`src/rtl/mux_scan_sequencer.sv`:
```
// Scans a 16:1 mux channel by channel, settling after each select change,
// and assembles the sampled bits into one word handed off with valid/ready.
module mux_scan_sequencer #(
  parameter int unsigned SETTLE_CYCLES = 1
) (
  input  logic        clk_i,
  input  logic        rst_i,
  input  logic        start_i,
  input  logic        abort_i,
  input  logic        mux_out_i,
  input  logic        ready_i,
  output logic [3:0]  sel_o,
  output logic        busy_o,
  output logic [15:0] data_o,
  output logic        valid_o
);

  typedef enum logic [1:0] {
    IDLE   = 2'd0,
    SETTLE = 2'd1,
    SAMPLE = 2'd2,
    HOLD   = 2'd3
  } state_t;

  localparam state_t     FIRST_STATE = (SETTLE_CYCLES == 0) ? SAMPLE : SETTLE;
  localparam logic [3:0] SETTLE_LAST = 4'((SETTLE_CYCLES == 0) ? 0 : SETTLE_CYCLES - 1);

  state_t      state_q;
  logic [3:0]  sel_q;
  logic [3:0]  cnt_q;
  logic [15:0] capture_q;
  logic [15:0] data_q;
  logic        valid_q;
  logic        busy_q;
  logic        launch;

  // A new scan may begin from IDLE, or straight out of HOLD on the accepting edge.
  assign launch = start_i && ((state_q == IDLE) || (state_q == HOLD && ready_i));

  always_ff @(posedge clk_i) begin
    if (rst_i) begin
      state_q   <= IDLE;
      sel_q     <= 4'd0;
      cnt_q     <= 4'd0;
      capture_q <= 16'h0000;
      data_q    <= 16'h0000;
      valid_q   <= 1'b0;
      busy_q    <= 1'b0;
    end else if (launch) begin
      state_q   <= FIRST_STATE;
      sel_q     <= 4'd0;
      cnt_q     <= 4'd0;
      capture_q <= 16'h0000;
      valid_q   <= 1'b0;
      busy_q    <= 1'b1;
    end else begin
      case (state_q)
        IDLE: begin
          state_q <= IDLE;
        end
        SETTLE: begin
          if (abort_i) begin
            state_q   <= IDLE;
            sel_q     <= 4'd0;
            cnt_q     <= 4'd0;
            capture_q <= 16'h0000;
            busy_q    <= 1'b0;
          end else if (cnt_q == SETTLE_LAST) begin
            state_q <= SAMPLE;
            cnt_q   <= 4'd0;
          end else begin
            cnt_q <= cnt_q + 4'd1;
          end
        end
        SAMPLE: begin
          // Abort wins over the capture so a partial word never survives.
          if (abort_i) begin
            state_q   <= IDLE;
            sel_q     <= 4'd0;
            cnt_q     <= 4'd0;
            capture_q <= 16'h0000;
            busy_q    <= 1'b0;
          end else begin
            capture_q[sel_q] <= mux_out_i;
            if (sel_q == 4'd15) begin
              data_q  <= {mux_out_i, capture_q[14:0]};
              valid_q <= 1'b1;
              busy_q  <= 1'b0;
              state_q <= HOLD;
            end else begin
              sel_q   <= sel_q + 4'd1;
              cnt_q   <= 4'd0;
              state_q <= FIRST_STATE;
            end
          end
        end
        HOLD: begin
          if (ready_i) begin
            valid_q <= 1'b0;
            state_q <= IDLE;
          end
        end
        default: begin
          state_q <= IDLE;
        end
      endcase
    end
  end

  assign sel_o   = sel_q;
  assign busy_o  = busy_q;
  assign data_o  = data_q;
  assign valid_o = valid_q;

endmodule
```
`config.mk`:
```
export PLATFORM = sky130hd
export DESIGN_NAME = mux_scan_sequencer
export DESIGN_NICKNAME = d
export VERILOG_FILES = /design/src/rtl/mux_scan_sequencer.sv
export SDC_FILE = /design/constraint.sdc
export NUM_CORES = 1
export LEC_CHECK = 0
export BUFFER_PORTS_ARGS = -buffer_cell sky130_fd_sc_hd__buf_2
export CAP_MARGIN = 20
export CORE_UTILIZATION = 35
export DETAILED_ROUTE_END_ITERATION = 12
export GPL_TIMING_DRIVEN = 0
export PLACE_DENSITY = 0.6
export SKIP_CTS_REPAIR_TIMING = 1
export SLEW_MARGIN = 20
export SYNTH_ARGS = -nofsm -noshare
export SYNTH_HDL_FRONTEND = slang
export SYNTH_SLANG_ARGS = --single-unit
export TNS_END_PERCENT = 50
```
`constraint.sdc`:
```
create_clock -name clk_i -period 2.45 [get_ports clk_i]
set_input_delay 0.1225 -clock clk_i [delete_from_list [all_inputs] [get_ports clk_i]]
set_output_delay 0.1225 -clock clk_i [all_outputs]
set_load 0.01 [all_outputs]
```
---- Word-level counts from Yosys, hierarchy flattened ----
Index checks and enable logic that the tools add are counted.
storage, ports and cells
  register bits ........................... 44
  bits in latches ......................... 0
  RAM bits ................................ 0
  ROM bits ................................ 0
  bits of input ports ..................... 6
  output and inout port bits .............. 22
  logic and storage cells ................. 77
  memories kept ........................... 0
operators by class
  add/sub/neg operators ................... 2
  multipliers ............................. 0
  divide/modulo/power cells ............... 0
  magnitude comparators ................... 2
  eq/ne operators ......................... 14
  shift-type cells ........................ 0
  muxes and demuxes ....................... 31
  bitwise operators ....................... 2
  reductions and logical operators ........ 18
operators by type and width
  cell                   number
  $mux W16               2
  $pmux W16 S2           1
  $mux W4                7
  $bwmux W16             1
  $pmux W4 S2            2
  $ne A3 B3 Y1 const B   4
  $mux W2                5
  $mux W1                9
  $add A4 B1 Y4 const B  2
  $ne A2 B2 Y1 const B   4
  $ne A4 B4 Y1 const B   2
  $pmux W2 S4            1
  $reduce_and A2 Y1      4
  $reduce_and A4 Y1      2
  $reduce_and A3 Y1      2
  $lt A4 B5 Y1 const B   1
  $demux W1 S4           1
  $eq A2 B2 Y1 const B   2
  $eq A4 B4 Y1 const B   1
  $ge A4 B1 Y1 const B   1
  $logic_not A4 Y1       1
  $pmux W1 S2            2
  $reduce_bool A2 Y1     2
  $logic_and A1 B1 Y1    3
  6 further kinds        7

---- Depth between registers and ports, before layout ----
  depth in word-level cells ............... 7
  gate-level depth with buffers ........... 8
  depth with buffers taken out ............ 6

---- Least setup slack after synthesis ----
OpenSTA, ideal clock, no wires.
  path type ............................... reg2reg
  start point ............................. reg sel_q[1], in the netlist sel_o[1]
  end point ............................... reg data_q[10], in the netlist data_o[10]
  library setup time ...................... 128 ps
  arrival ................................. 1,715 ps
  data required time ...................... 2,322 ps
  slack ................................... 607 ps
  cell stages (with the launch flop) ...... 7
  buffers on the path ..................... 1
  period minus slack after synthesis ...... 1,843 ps
  path through ............................ dfxtp_1 ha_1 nand3_4 a211oi_4 buf_8 mux2i_1 nor2_1
on the way
  word-level cells in the longest chain between the ends .. 2
RTL lines
  what                         RTL line  source
  from (decl)                  29        logic [3:0] sel_q;
  from (signal assigned)       91        sel_q <= sel_q + 4'd1;
  $eq A4 B4 Y1                 85        if (sel_q == 4'd15) begin
  $reduce_and A4 Y1 (no line)  n/a
  to (signal assigned)         86        data_q <= {mux_out_i, capture_q[14:0]};
  to (decl)                    32        logic [15:0] data_q;
Every way passes these cells.
A chain may end at the register's enable or synchronous reset.

---- Worst setup path after layout ----
Ends and elaborated chain as after synthesis.

==> summary.md <==
| Metric | Value |
|---|---|
| Clock network fraction of total power | 0.405 |
| Root Driver | clkbuf_8 |
| Ys async rst share | 0 |
| Post-synth top cells | dfxtp_1, a21oi_1, nor2_1, nand2_1, o21ai_0 |
| Comb pwr share | 0.054 |
| Worst min path class | in2reg |
| Hold path cells | 3 |
| Synth top area share | 0.414 |
| IR drop worst, VDD | 0.258 mV |
| Port bufs | 25 |
| Pins Over Slew Limit | 0 |
| Slew HR | 0.598 |
| CP Class | reg2reg |
| Post-route setup slack | 295 ps |
| Initial core utilization | 0.371 |
| Cell Area, Synth | 2080 um2 |
| Post-Place Setup Slack | approximately 290 ps |
| Clk_skew | 4.83 ps |
| GR Util All Layers | 0.162 |
| Internal power | 1020 uW |
| Vias | around 1800 |
| Synth area leader | dfxtp_1 |
| Worst path arrival time | 2320 ps |
| Crit path time final | ~2200 ps |
| Final Cycle Share | 0.880 |
| Syn-to-layout area delta | 15.3% |
| Synth unique cells | 37 |
| Crit-path max FO | 10 |
| Status | complete, no violations |
| Die height | 79.1 um |
| Number of flops mapped to enable cells by yosys | 0 |
| # fillers | 583 |
| Initial antenna violation count | 0 |
| Synthesized area per cell | 8.42 um2 |
| Avg WL per Cell | 13.4 um |
| Overall routed net length | 4700 um |
| Clock-pin slew on the worst setup and hold paths | 70 ps |
| Hold WS | 104 ps |
| Num CTS Buffers | 5 |
| Worst-Margin Slew | 598 ps |
| Switching fraction of total power | 0.215 |
| Seq cells post-synth | 43 |
| Setup repair after global routing missed its margin | false |
| Antenna cell count | 0 |
| Iteration-0 DRC Markers | 110 |
| Vias per cell | 5.20 |
| Worst skew pair latency | 290 ps |
| Post-route ant nets | 0 |
| Clk buf depth | 2 |
| P_sw | approximately 280 uW |
| Startpoint type of the worst setup path | flip-flop |
| Pin count of the biggest net entering global routing | 13 |
| Vias in the first global route | around 1600 |
| Fin. Hold Viols | 0 |
| Worst EP required | 2620 ps |
| Syn_nets | 263 |
| Syn Inst Count | 247 |
| I/O Pins | 28 |
| Post-synthesis sequential area ratio | 0.414 |
| P per Cell Area | approximately 540 nW/um2 |
| Most frequent cell after synthesis | dfxtp_1 |
| DRC | 0 |
| Share of layout cells above drive strength 1 | 0.140 |
| Pleak | 0.000884 uW |
| Routability cong. | 0.866 |
| Die X | 79.1 um |
| First-pass GRT wire length | 7850 um |
| DPL Wire Length | 3440 um |
| Share of power burned in registers | 0.541 |
| Warning count from the yosys run | 0 |
| CTS tree | yes |
| Die area | around 6300 um2 |
| Core Area | 5610 um2 |
| Cell Rows | 27 |
| Largest cells by area after synthesis | dfxtp_1, mux2i_1, a21oi_1 |
| Max Freq | 0.464 GHz |
| Max H-tree Level | 2 |
| Max Cap Viol | 0 |
| CTS Sinks | 43 |
| Final setup fails | 0 |
| Setup TNS | 0 ps |
| Grt total ovfl | 0 |
| Total power | 1300 uW |
| Drt first pass iters | 4 |
| Most used DFF post-synth | dfxtp_1 |
| Post-layout util | 0.427 |
| Layout Nets | 295 |
| Worst Setup End Kind | flip-flop |
| R2r worst-path depth | 6 |
==> registers in the layout (all words and copies together), names as in the netlist <==
signal	cells
state_q	2
sel_o	4
capture_q	15
data_o	16
busy_o	1
cnt_q	4
valid_o	1
==> per-stage QoR <==
step,instance area [um2],instances
finish,2400,351
global route,2400,351
CTS,2400,351
detailed placement,2290,344
global placement,2290,344
floorplan,2080,247
==> worst max-delay path: stages (launching register included) <==
cell and delay (ps):
dfxtp_1 450, ha_1 430, nand3_4 170, a211oi_4 490, buf_8 230, mux2i_1 200, nor2_1 50
==> per-layer routing <==
| metal | wire, um | global-route usage |
|---|---|---|
| met2 | 2140 | 0.252 |
| met5 | 0 | 0 |
| met1 | 2220 | 0.218 |
| met4 | 89 | 0.0600 |
| met3 | 247 | 0.0345 |
==> power by group through the flow <==
stage | Sequential, uW | Clock, uW | Combinational (uW)
2_1_floorplan | 719 | 0 | 45.3
3_3_place_gp | 719 | 0 | 69.3
3_5_place_dp | 719 | 0 | 69.4
4_1_cts | 702 | 545 | 69.6
5_1_grt | 703 | 573 | 77.0
6_report | 702 | 526 | 70.1
==> area by class of cell <==
| type | instances | area (um2) | area share |
|---|---|---|---|
| Multi-Input combinational cell | 177 | 1100 | 0.460 |
| Sequential cell | 43 | 861 | 0.359 |
| Timing Repair Buffer | 25 | 125 | 0.0522 |
| Tap cell | 72 | 90.1 | 0.0376 |
| Clock buffer | 6 | 72.6 | 0.0303 |
| Buffer | 15 | 71.3 | 0.0297 |
| Inverter | 12 | 45.0 | 0.0188 |
| Clock inverter | 1 | 30.0 | 0.0125 |
==> cells in the final DEF (no fill, tap or decap), drive strengths merged, types with 9 or more instances in the layout <==
master	n
o21ai	18
clkbuf	16
buf	30
dfxtp	43
nor2b	9
inv	12
ha	10
a21oi	32
nor2	30
mux2i	17
nand2	22
==> cells by family (layout without fill, tap and decap cells) <==
logic type,after synthesis,count (layout),synth area share
AO/OA/AOI/OAI,72,72,0.205
flip-flops,43,43,0.414
adder cells (fa/ha/maj),10,10,0.0602
buffers and inverters,27,59,0.0560
AND/OR/NAND/NOR,78,78,0.183
multiplexers,17,17,0.0818
==> path summary, 6_finish.rpt <==
kind                              startpoint                         end  slack (ps)
hold / removal                     mux_out_i     data_o[15]$_SDFFE_PP0P_         100
setup / recovery       sel_o[1]$_SDFFE_PP0P_     data_o[10]$_SDFFE_PP0P_         300
setup reg to reg       sel_o[1]$_SDFFE_PP0P_     data_o[10]$_SDFFE_PP0P_         300
hold reg to reg   capture_q[10]$_SDFFE_PP0P_  capture_q[10]$_SDFFE_PP0P_         480
Note: power is estimated with default switching activity, not from simulation.
